$ cat config.mk
export PLATFORM = sky130hd
export DESIGN_NAME = fwd_hazard_unit
export DESIGN_NICKNAME = d
export VERILOG_FILES = /design/src/rtl/wisc_pkg.sv /design/src/rtl/fwd_sel.sv /design/src/rtl/fwd_hazard_unit.sv
export SDC_FILE = /design/constraint.sdc
export NUM_CORES = 1
export LEC_CHECK = 0
export CORE_AREA = 8 8 79 81
export CTS_CLUSTER_SIZE = 20
export DETAILED_ROUTE_END_ITERATION = 16
export DIE_AREA = 0 0 87 89
export MAX_ROUTING_LAYER = met4
export PLACE_DENSITY = 0.82
export SLEW_MARGIN = 20
export SYNTH_ARGS = -nofsm -noshare
export SYNTH_HDL_FRONTEND = slang
export SYNTH_SLANG_ARGS = --single-unit
$ cat constraint.sdc
create_clock -name clk -period 7.2 [get_ports clk]
set_input_delay 2.16 -clock clk [delete_from_list [all_inputs] [get_ports clk]]
set_output_delay 2.16 -clock clk [all_outputs]
set_load 0.05 [all_outputs]
$ cat src/rtl/wisc_pkg.sv
// Shared constants for the WISC pipeline: forwarding-mux selects, the
// hard-wired zero register and the load opcode.
package wisc_pkg;

  localparam logic [1:0] FWD_RF  = 2'b00;
  localparam logic [1:0] FWD_WB  = 2'b01;
  localparam logic [1:0] FWD_MEM = 2'b10;

  localparam logic [3:0] REG_ZERO = 4'd0;

  localparam logic [3:0] OP_LW = 4'b1000;

endpackage

$ cat src/rtl/fwd_sel.sv
// Per-source priority compare of one read address against the EX and MEM
// shadow entries; the EX (newer) producer always wins over MEM.
module fwd_sel
  import wisc_pkg::*;
#(
  parameter int RF_AW = 4
) (
  input  logic             rd_i,
  input  logic [RF_AW-1:0] addr_i,
  input  logic [RF_AW-1:0] ex_dst_i,
  input  logic             ex_we_i,
  input  logic             ex_ld_i,
  input  logic [RF_AW-1:0] mem_dst_i,
  input  logic             mem_we_i,
  output logic [1:0]       sel_o,
  output logic             ld_hit_o
);

  logic ex_hit;
  logic mem_hit;

  assign ex_hit  = rd_i && ex_we_i  && (addr_i == ex_dst_i);
  assign mem_hit = rd_i && mem_we_i && (addr_i == mem_dst_i);

  // A load in EX still shadows an older MEM writer; the top stalls instead.
  always_comb begin
    sel_o = FWD_RF;
    if (ex_hit) begin
      sel_o = ex_ld_i ? FWD_RF : FWD_MEM;
    end else if (mem_hit) begin
      sel_o = FWD_WB;
    end
  end

  assign ld_hit_o = ex_hit && ex_ld_i;

endmodule

$ cat src/rtl/fwd_hazard_unit.sv
// Forwarding-select, load-use stall and branch-flush generator for the
// 5-stage WISC pipeline, with saturating stall/forward event counters.
module fwd_hazard_unit
  import wisc_pkg::*;
#(
  parameter int RF_AW = 4,
  parameter int CNT_W = 16
) (
  input  logic             clk,
  input  logic             rst,
  input  logic             id_valid,
  input  logic             id_re0,
  input  logic             id_re1,
  input  logic [RF_AW-1:0] id_p0_addr,
  input  logic [RF_AW-1:0] id_p1_addr,
  input  logic [RF_AW-1:0] id_dst_addr,
  input  logic             id_we,
  input  logic             id_is_load,
  input  logic             br_ctrl,
  output logic [1:0]       forwardA,
  output logic [1:0]       forwardB,
  output logic             stall,
  output logic             flush,
  output logic [CNT_W-1:0] stall_cnt,
  output logic [CNT_W-1:0] fwd_cnt
);

  localparam logic [RF_AW-1:0] ZERO_ADDR = RF_AW'(REG_ZERO);

  logic [RF_AW-1:0] ex_dst_q, ex_dst_d;
  logic             ex_we_q, ex_we_d;
  logic             ex_ld_q, ex_ld_d;
  logic [RF_AW-1:0] mem_dst_q, mem_dst_d;
  logic             mem_we_q, mem_we_d;
  logic [1:0]       fwd_a_q, fwd_a_d;
  logic [1:0]       fwd_b_q, fwd_b_d;
  logic [CNT_W-1:0] stall_cnt_q, stall_cnt_d;
  logic [CNT_W-1:0] fwd_cnt_q, fwd_cnt_d;

  logic       rd_p0, rd_p1;
  logic [1:0] sel_p0, sel_p1;
  logic       hit_p0, hit_p1;
  logic       bubble;

  assign rd_p0 = id_valid && id_re0 && (id_p0_addr != ZERO_ADDR);
  assign rd_p1 = id_valid && id_re1 && (id_p1_addr != ZERO_ADDR);

  fwd_sel #(.RF_AW(RF_AW)) u_sel_p0 (
    .rd_i      (rd_p0),
    .addr_i    (id_p0_addr),
    .ex_dst_i  (ex_dst_q),
    .ex_we_i   (ex_we_q),
    .ex_ld_i   (ex_ld_q),
    .mem_dst_i (mem_dst_q),
    .mem_we_i  (mem_we_q),
    .sel_o     (sel_p0),
    .ld_hit_o  (hit_p0)
  );

  fwd_sel #(.RF_AW(RF_AW)) u_sel_p1 (
    .rd_i      (rd_p1),
    .addr_i    (id_p1_addr),
    .ex_dst_i  (ex_dst_q),
    .ex_we_i   (ex_we_q),
    .ex_ld_i   (ex_ld_q),
    .mem_dst_i (mem_dst_q),
    .mem_we_i  (mem_we_q),
    .sel_o     (sel_p1),
    .ld_hit_o  (hit_p1)
  );

  // Flush wins over stall; either one injects a bubble into EX.
  assign flush  = br_ctrl;
  assign stall  = (hit_p0 || hit_p1) && !br_ctrl && !rst;
  assign bubble = hit_p0 || hit_p1 || br_ctrl;

  always_comb begin
    mem_dst_d   = ex_dst_q;
    mem_we_d    = ex_we_q;
    ex_dst_d    = id_dst_addr;
    ex_we_d     = id_valid && id_we;
    ex_ld_d     = id_valid && id_is_load;
    fwd_a_d     = sel_p1;
    fwd_b_d     = sel_p0;
    stall_cnt_d = stall_cnt_q;
    fwd_cnt_d   = fwd_cnt_q;

    if (bubble) begin
      ex_dst_d = ZERO_ADDR;
      ex_we_d  = 1'b0;
      ex_ld_d  = 1'b0;
      fwd_a_d  = FWD_RF;
      fwd_b_d  = FWD_RF;
    end

    if (stall && (stall_cnt_q != '1)) begin
      stall_cnt_d = stall_cnt_q + CNT_W'(1);
    end
    if (((fwd_a_q != FWD_RF) || (fwd_b_q != FWD_RF)) && (fwd_cnt_q != '1)) begin
      fwd_cnt_d = fwd_cnt_q + CNT_W'(1);
    end
  end

  always_ff @(posedge clk) begin
    if (rst) begin
      ex_dst_q    <= ZERO_ADDR;
      ex_we_q     <= 1'b0;
      ex_ld_q     <= 1'b0;
      mem_dst_q   <= ZERO_ADDR;
      mem_we_q    <= 1'b0;
      fwd_a_q     <= FWD_RF;
      fwd_b_q     <= FWD_RF;
      stall_cnt_q <= '0;
      fwd_cnt_q   <= '0;
    end else begin
      ex_dst_q    <= ex_dst_d;
      ex_we_q     <= ex_we_d;
      ex_ld_q     <= ex_ld_d;
      mem_dst_q   <= mem_dst_d;
      mem_we_q    <= mem_we_d;
      fwd_a_q     <= fwd_a_d;
      fwd_b_q     <= fwd_b_d;
      stall_cnt_q <= stall_cnt_d;
      fwd_cnt_q   <= fwd_cnt_d;
    end
  end

  assign forwardA  = fwd_a_q;
  assign forwardB  = fwd_b_q;
  assign stall_cnt = stall_cnt_q;
  assign fwd_cnt   = fwd_cnt_q;

endmodule

==> metrics.cfg, run 1 <==
[status]
status = completed

[sta]
fin_hold_ws_ns = 0.435
finalHoldViolations = 0
skew_ns = 0.0109
min_period_over_period = 0.827
max_freq_mhz = 168
tightest_slew_ns = 0.718
fin_ws_ns = 1.25
fin_crit_ns = 5.95
drv_slew = 0
tns_ns = 0
slew_headroom = 0.517
setup_viol = 0
rsz0062_at_grt = no

[global_route]
antenna_found_initial = 0
track_usage = 0.161
first_global_vias = 2082
grt_max_degree = 55
grt_pass1_wl_mm = 9.65
grt_overflow = 0

[clock_network]
cts.sinks = 47
cts_buffer_depth = 2
cts.repair.resized = 0
clk_latency_ns = 0.31
htree_levels = 2
cts_tree = done
ctsHoldBuffers = 0
cts_post_setup_buffers_inserted = 0
clkTransAtPathRegs_ns = 0.10
root_buffer = clkbuf_8
cts_made_buffers = 5

[synthesis]
ys_top_cells_by_area = dfxtp_1 (37%), nor2_1 (4.9%), xor2_1 (4.8%)
synth_warnings = 0
ys_seq_area_frac = 0.371
synthFlopType = dfxtp_1
ys_types = 42
synth_edf_count = 0
synthesis.area_mm2 = 0.00253
ys_async_sr_fraction = 0
synth_largest_area_cell = dfxtp_1
synth_area_per_cell_um2 = 8.68
synth_nets = 314
synth_top_area_frac = 0.371
synthCells = 292
synth-seq-cells = 47

[power]
intPower_uw = 357
p_switching_uw = 111
seqPwrFrac = 0.563
netSwitchingFraction = 0.237
peakVddDrop_mv = 0.115
pwr-share-comb = 0.070
powerDensity_mw_per_mm2 = 144
clockPowerShare = 0.366
power.leakage_uw = 0.00112

[place]
dp_hpwl_mm = 4.41
dp_slack_ns = 1.34
finalWeightedCongestion = 0.810
dp_cells = 408
io_buffers = 57

[finish]
nets = 367
area_growth_pct = 28.3
drive_gt1_frac = 0.0838
fin_cells = 416
n_antenna_cell = 0

[hold_path]
hold_start = mem_we_q
hp-class = reg2reg

[detailed_routing]
via_per_inst = 5.56
postRouteWirelength_mm = 5.96
drt_iter0_drc = 80
vias = 2313
drtPass1Iterations = 4
ant_nets = 0
post_drt_wl_per_cell_um = 14.3
drc = 0

[floorplanning]
ios = 58
initial_core_util = 0.509
die_y_um = 89
dieArea_mm2 = 0.00774
placementRows = 26
die_w_um = 87
coreArea_mm2 = 0.00498

[critical_path]
required_ns = 5.04
worst-path-max-fanout = 3
start_kind = input pin
critical_path.reg2reg.startpoint = stall_cnt[3]
regToRegSetupSlack_ns = 5.04
cp-startpoint = id_p0_addr[3]
cp-end-kind = output pin
critPathKind = in2out
arrival_ns = 3.79

[run]
maxCapViolCount = 0

-- logic make-up (layout without fill, tap and decap cells) --
group | count (synthesis) | count (layout) | share of synthesized area
buffers and inverters | 18 | 72 | 0.0346
xor gates and xnor gates | 25 | 25 | 0.0864
muxes | 16 | 16 | 0.0815
DFF | 47 | 47 | 0.371
and+or+nand+nor | 146 | 146 | 0.321
adders and majority gates | 2 | 2 | 0.00987
AOI/OAI and AO/OA | 38 | 38 | 0.0948
-- critical path, cell delays in order --
cell,delay (ns)
clkdlybuf4s50_1,0.49
xor2_1,0.19
nor3_1,0.29
nand4_1,0.18
a21oi_1,0.29
buf_12,0.18
-- flip-flops by register name, summed over array words and instances, names as in the netlist --
name       cells
fwd_cnt       16
stall_cnt     16
ex_dst_q       4
ex_ld_q        1
mem_dst_q      4
mem_we_q       1
forwardB       2
ex_we_q        1
forwardA       2
-- placed cells by master, fill, tap and decap left out, drive strengths merged --
| cell type | Yosys | final |
|---|---|---|
| clkdlybuf4s50 | 0 | 56 |
| dfxtp | 47 | 47 |
| nor2 | 33 | 33 |
| a21oi | 22 | 22 |
| nand4 | 19 | 19 |
| nor2b | 18 | 18 |
| xor2 | 14 | 14 |
| nand2 | 13 | 13 |
| mux2 | 13 | 13 |
| xnor2 | 11 | 11 |
| nor3 | 11 | 11 |
| nand3 | 10 | 10 |
| nor4 | 9 | 9 |
| or4 | 6 | 6 |
| clkbuf | 8 | 6 |
| a211oi | 5 | 5 |
| nor3b | 5 | 5 |
| inv | 4 | 4 |
| and4 | 4 | 4 |
| o31ai | 4 | 4 |
| and3 | 4 | 4 |
| nand2b | 4 | 4 |
| and2 | 4 | 4 |
| buf | 6 | 4 |
| or2 | 3 | 3 |
| o2111a | 3 | 3 |
| mux2i | 3 | 3 |
| or3 | 2 | 2 |
| ha | 2 | 2 |
| o21ai | 2 | 2 |
| or3b | 1 | 1 |
| o211ai | 1 | 1 |
| o21bai | 1 | 1 |
| clkinv | 0 | 1 |
| clkinvlp | 0 | 1 |
-- path summary, 6_finish.rpt --
check	end	cells after the start
worst min-delay path	forwardB[0]	2
worst max-delay path	stall	6
worst min register to register	forwardB[0]	2
worst max register to register	stall_cnt[5]	5
-- power by group through the flow --
| stage | logic [µW] | clock network (µW) | registers, µW |
|---|---|---|---|
| detailed placement | 32.5 | 0 | 270 |
| global placement | 31.6 | 0 | 270 |
| floorplan | 16.8 | 0 | 269 |
| global route | 35.9 | 186 | 264 |
| CTS | 32.8 | 176 | 263 |
| finish | 32.8 | 171 | 263 |
-- per-stage QoR --
stage	utilization	total power [µW]	area, µm²
floorplan	-	286	2530
global placement	0.633	301	3150
detailed placement	0.633	302	3150
CTS	0.653	472	3250
global route	0.653	486	3250
finish	0.653	468	3250
-- final cells by class --
type | instances | area [µm²]
repair buffers | 60 | 603
flip-flops and latches | 47 | 941
clock buffers | 6 | 82.6
well taps | 70 | 87.6
fillers | 405 | 1730
inverters | 4 | 15.0
multi-input cells | 227 | 1510
clock inverters | 2 | 16.3
-- metal layers --
layer / wire, µm / GRT usage / up-vias / part of all wire
met2: 2840 / 0.263 / 79 / 0.48
met1: 2660 / 0.182 / 1074 / 0.45
met3: 375 / 0.0450 / 6 / 0.063
met4: 79 / 0.0673 / 0 / 0.013
met5: 0 / - / - / 0
li1: - / - / 1154 / -
-- Yosys cell counts (2+ instances only) --
cell,count
mux2_1,4
nand2b_1,4
a21oi_1,22
xnor2_1,11
a211oi_1,5
mux2i_1,3
or3_1,2
xor2_1,14
or2_2,3
and2_1,3
and4_1,4
or4_1,6
nor2b_1,18
nor4_1,9
nor2_1,33
inv_1,4
o2111a_1,3
ha_1,2
o31ai_1,4
and3_1,4
nand4_1,18
nand2_1,13
nor3b_1,4
nor3_1,11
mux2_4,8
buf_4,3
nand3_1,9
clkbuf_1,8
dfxtp_1,47
Note: power is estimated with default switching activity, not from simulation.
==> run 2, diff against run 1 <==
--- a/config.mk
+++ b/config.mk
@@ -5,12 +5,12 @@
 export SDC_FILE = /design/constraint.sdc
 export NUM_CORES = 1
 export LEC_CHECK = 0
-export CORE_AREA = 8 8 79 81
+export CORE_AREA = 8 8 85 87
 export CTS_CLUSTER_SIZE = 20
 export DETAILED_ROUTE_END_ITERATION = 16
-export DIE_AREA = 0 0 87 89
+export DIE_AREA = 0 0 93 95
 export MAX_ROUTING_LAYER = met4
-export PLACE_DENSITY = 0.82
+export PLACE_DENSITY = 0.74
 export SLEW_MARGIN = 20
 export SYNTH_ARGS = -nofsm -noshare
 export SYNTH_HDL_FRONTEND = slang
==> constraint.sdc (replaced) <==
create_clock -name clk -period 5 [get_ports clk]
set_input_delay 1.5 -clock clk [delete_from_list [all_inputs] [get_ports clk]]
set_output_delay 1.5 -clock clk [all_outputs]
set_load 0.05 [all_outputs]
==> run 2 against run 1 <==
Effect of this change:
- routed wire length up 2.8%
- final cell count up 1.2%
- sequential share of layout area about the same
- hold slack better by 0.0046 ns
- first-iteration DRC count up 31%
- register-to-register slack worse by 2.2 ns
- critical path type unchanged
- clock skew up 0.0011 ns
==> metrics.cfg, run 2 (synthesis gave the netlist of run 1 again) <==
[critical_path]
worst-path-max-fanout = 3  ; unchanged
arrival_ns = 3.09  ; was 3.79 ns
path_cells = clkdlybuf4s50_1 > xor2_1 > nor3_1 > nand4_1 > a21oi_1 > buf_12  ; unchanged
max_stage_delay_ns = 0.48  ; was 0.49 ns
required_ns = 3.50  ; was 5.04 ns
start_kind = input pin  ; unchanged
cp-end-kind = output pin  ; unchanged
critPathKind = in2out  ; unchanged
worst_path_max_delay_cell = clkdlybuf4s50_1  ; unchanged

[sta]
fin_crit_ns = 4.59
tightest_slew_ns = 0.660  ; was 0.718 ns
min_period_over_period = 0.919
slew_headroom = 0.560  ; was 0.517
finalHoldViolations = 0  ; unchanged
skew_ns = 0.0120  ; was 0.0109 ns
tns_ns = 0  ; unchanged
rsz0062_at_grt = no  ; unchanged
drv_slew = 0  ; unchanged
max_freq_mhz = 218
setup_viol = 0  ; unchanged

[place]
dp_hpwl_mm = 4.51  ; was 4.41 mm
finalWeightedCongestion = 0.848  ; was 0.810
io_buffers = 57  ; unchanged
placed_cell_area_mm2 = 0.00316  ; was 0.00315 mm²

[power]
peakVddDrop_mv = 0.130  ; was 0.115 mV
netSwitchingFraction = 0.253  ; was 0.237
pwr-share-comb = 0.069  ; was 0.070
powerDensity_mw_per_mm2 = 208  ; was 144 mW/mm²
power.leakage_uw = 0.00112  ; about the same
clockPowerShare = 0.369  ; was 0.366
p_switching_uw = 171  ; was 111 µW
intPower_uw = 505  ; was 357 µW
seqPwrFrac = 0.562  ; was 0.563

[finish]
n_antenna_cell = 0  ; unchanged
nets = 367  ; unchanged
ff_latch_area_um2 = 941  ; unchanged
mostFrequentLayoutCell = clkdlybuf4s50_1  ; unchanged
drive_gt1_frac = 0.0838  ; unchanged
utilization = 0.560  ; was 0.653
final_cell_area_mm2 = 0.00325  ; about the same
area_growth_pct = 28.4  ; was 28.3%
fill_cells = 573  ; was 405
multi_input_area_mm2 = 0.00151  ; unchanged
final_cell_mix = clkdlybuf4s50_1 (56), dfxtp_1 (47), nor2_1 (33), a21oi_1 (22)  ; unchanged

[detailed_routing]
drt_iter0_drc = 105  ; was 80
drc = 0  ; unchanged
via_per_inst = 5.46  ; was 5.56
ant_nets = 0  ; unchanged
routed.top_layer = met4  ; unchanged
met2_length_mm = 2.73  ; was 2.84 mm
drtPass1Iterations = 4  ; unchanged
route.met3.wl_um = 327  ; was 375 µm
vias = 2297  ; was 2313
wl_met1_mm = 2.97  ; was 2.66 mm
postRouteWirelength_mm = 6.13  ; was 5.96 mm
post_drt_wl_per_cell_um = 14.5  ; was 14.3 µm

[clock_network]
clkTransAtPathRegs_ns = 0.10  ; about the same
cts.sinks = 47  ; unchanged
cts.repair.resized = 0  ; unchanged
root_buffer = clkbuf_8  ; unchanged
cts_tree = done  ; unchanged
clk_latency_ns = 0.31  ; about the same
cts_post_setup_buffers_inserted = 0  ; unchanged
htree_levels = 2  ; unchanged
cts_buffer_depth = 2  ; unchanged
cts_made_buffers = 5  ; unchanged
ctsHoldBuffers = 0  ; unchanged

[floorplanning]
dieArea_mm2 = 0.00884  ; was 0.00774 mm²
die_w_um = 93  ; was 87 µm
ios = 58  ; unchanged
coreArea_mm2 = 0.00582  ; was 0.00498 mm²
die_y_um = 95  ; was 89 µm
initial_core_util = 0.436  ; was 0.509
placementRows = 28  ; was 26

[hold_path]
hp-class = reg2reg  ; unchanged

[global_route]
first_global_vias = 2168  ; was 2082
grt_max_degree = 55  ; unchanged
grt_pass1_wl_mm = 10.4  ; was 9.65 mm
grt_overflow = 0  ; unchanged
antenna_found_initial = 0  ; unchanged
track_usage = 0.145  ; was 0.161

[status]
status = completed  ; unchanged

[run]
maxCapViolCount = 0  ; unchanged

run 2: cell count changes in the layout (fill, tap and decap cells not counted), sizes merged:
cell,delta
inv,+2
clkinv,-1
clkbuf,-1
run 2: layout make-up:
class,count,area share
multi-input combinational,227,0.463
sequential,47,0.289
timing repair buffer,60,0.185
tap,75,0.0288
clock buffer,5,0.0211
clock inverter,3,0.00846
inverter,4,0.00461
run 2: power groups by stage:
stage / Combinational (µW) / Sequential (µW) / Clock, µW
6_report: 46.6 / 380 / 249
5_1_grt: 51.1 / 380 / 269
4_1_cts: 47.1 / 380 / 256
3_5_place_dp: 47.0 / 388 / 0
3_3_place_gp: 45.5 / 388 / 0
2_1_floorplan: 24.2 / 388 / 0
run 2: path summary, 6_finish.rpt:
kind | slack, ns | from | cells after the start | to
worst max-delay path | 0.41 | id_p0_addr[3] | 6 | stall
worst min-delay path | 0.44 | mem_we_q | 2 | forwardA[0]
worst max register to register | 2.83 | stall_cnt[3] | 5 | stall_cnt[5]
worst min register to register | 0.44 | mem_we_q | 2 | forwardA[0]
run 2: layer usage:
| layer | vias up | track usage |
|---|---|---|
| met4 | 0 | 0.0470 |
| li1 | 1159 | - |
| met2 | 60 | 0.224 |
| met1 | 1069 | 0.178 |
| met5 | - | - |
| met3 | 9 | 0.0405 |
run 2: per-stage QoR:
stage / std cells / total power [µW] / setup WS (ns) / hold slack [ns]
after global routing: 421 / 700 / 0.278 / 0.467
final: 421 / 676 / 0.407 / 0.440
after floorplan: 292 / 412 / 0.390 / 0.420
after global placement: 413 / 434 / 0.446 / 0.427
after detailed placement: 413 / 435 / 0.429 / 0.438
after CTS: 421 / 682 / 0.408 / 0.441
run 2: worst max-delay path, delay by kind of cell:
family,cells,cell delay [ns]
and+or+nand+nor,2,0.43
buffers and inverters,2,0.66
AOI/OAI and AO/OA,1,0.30
xor gates and xnor gates,1,0.20
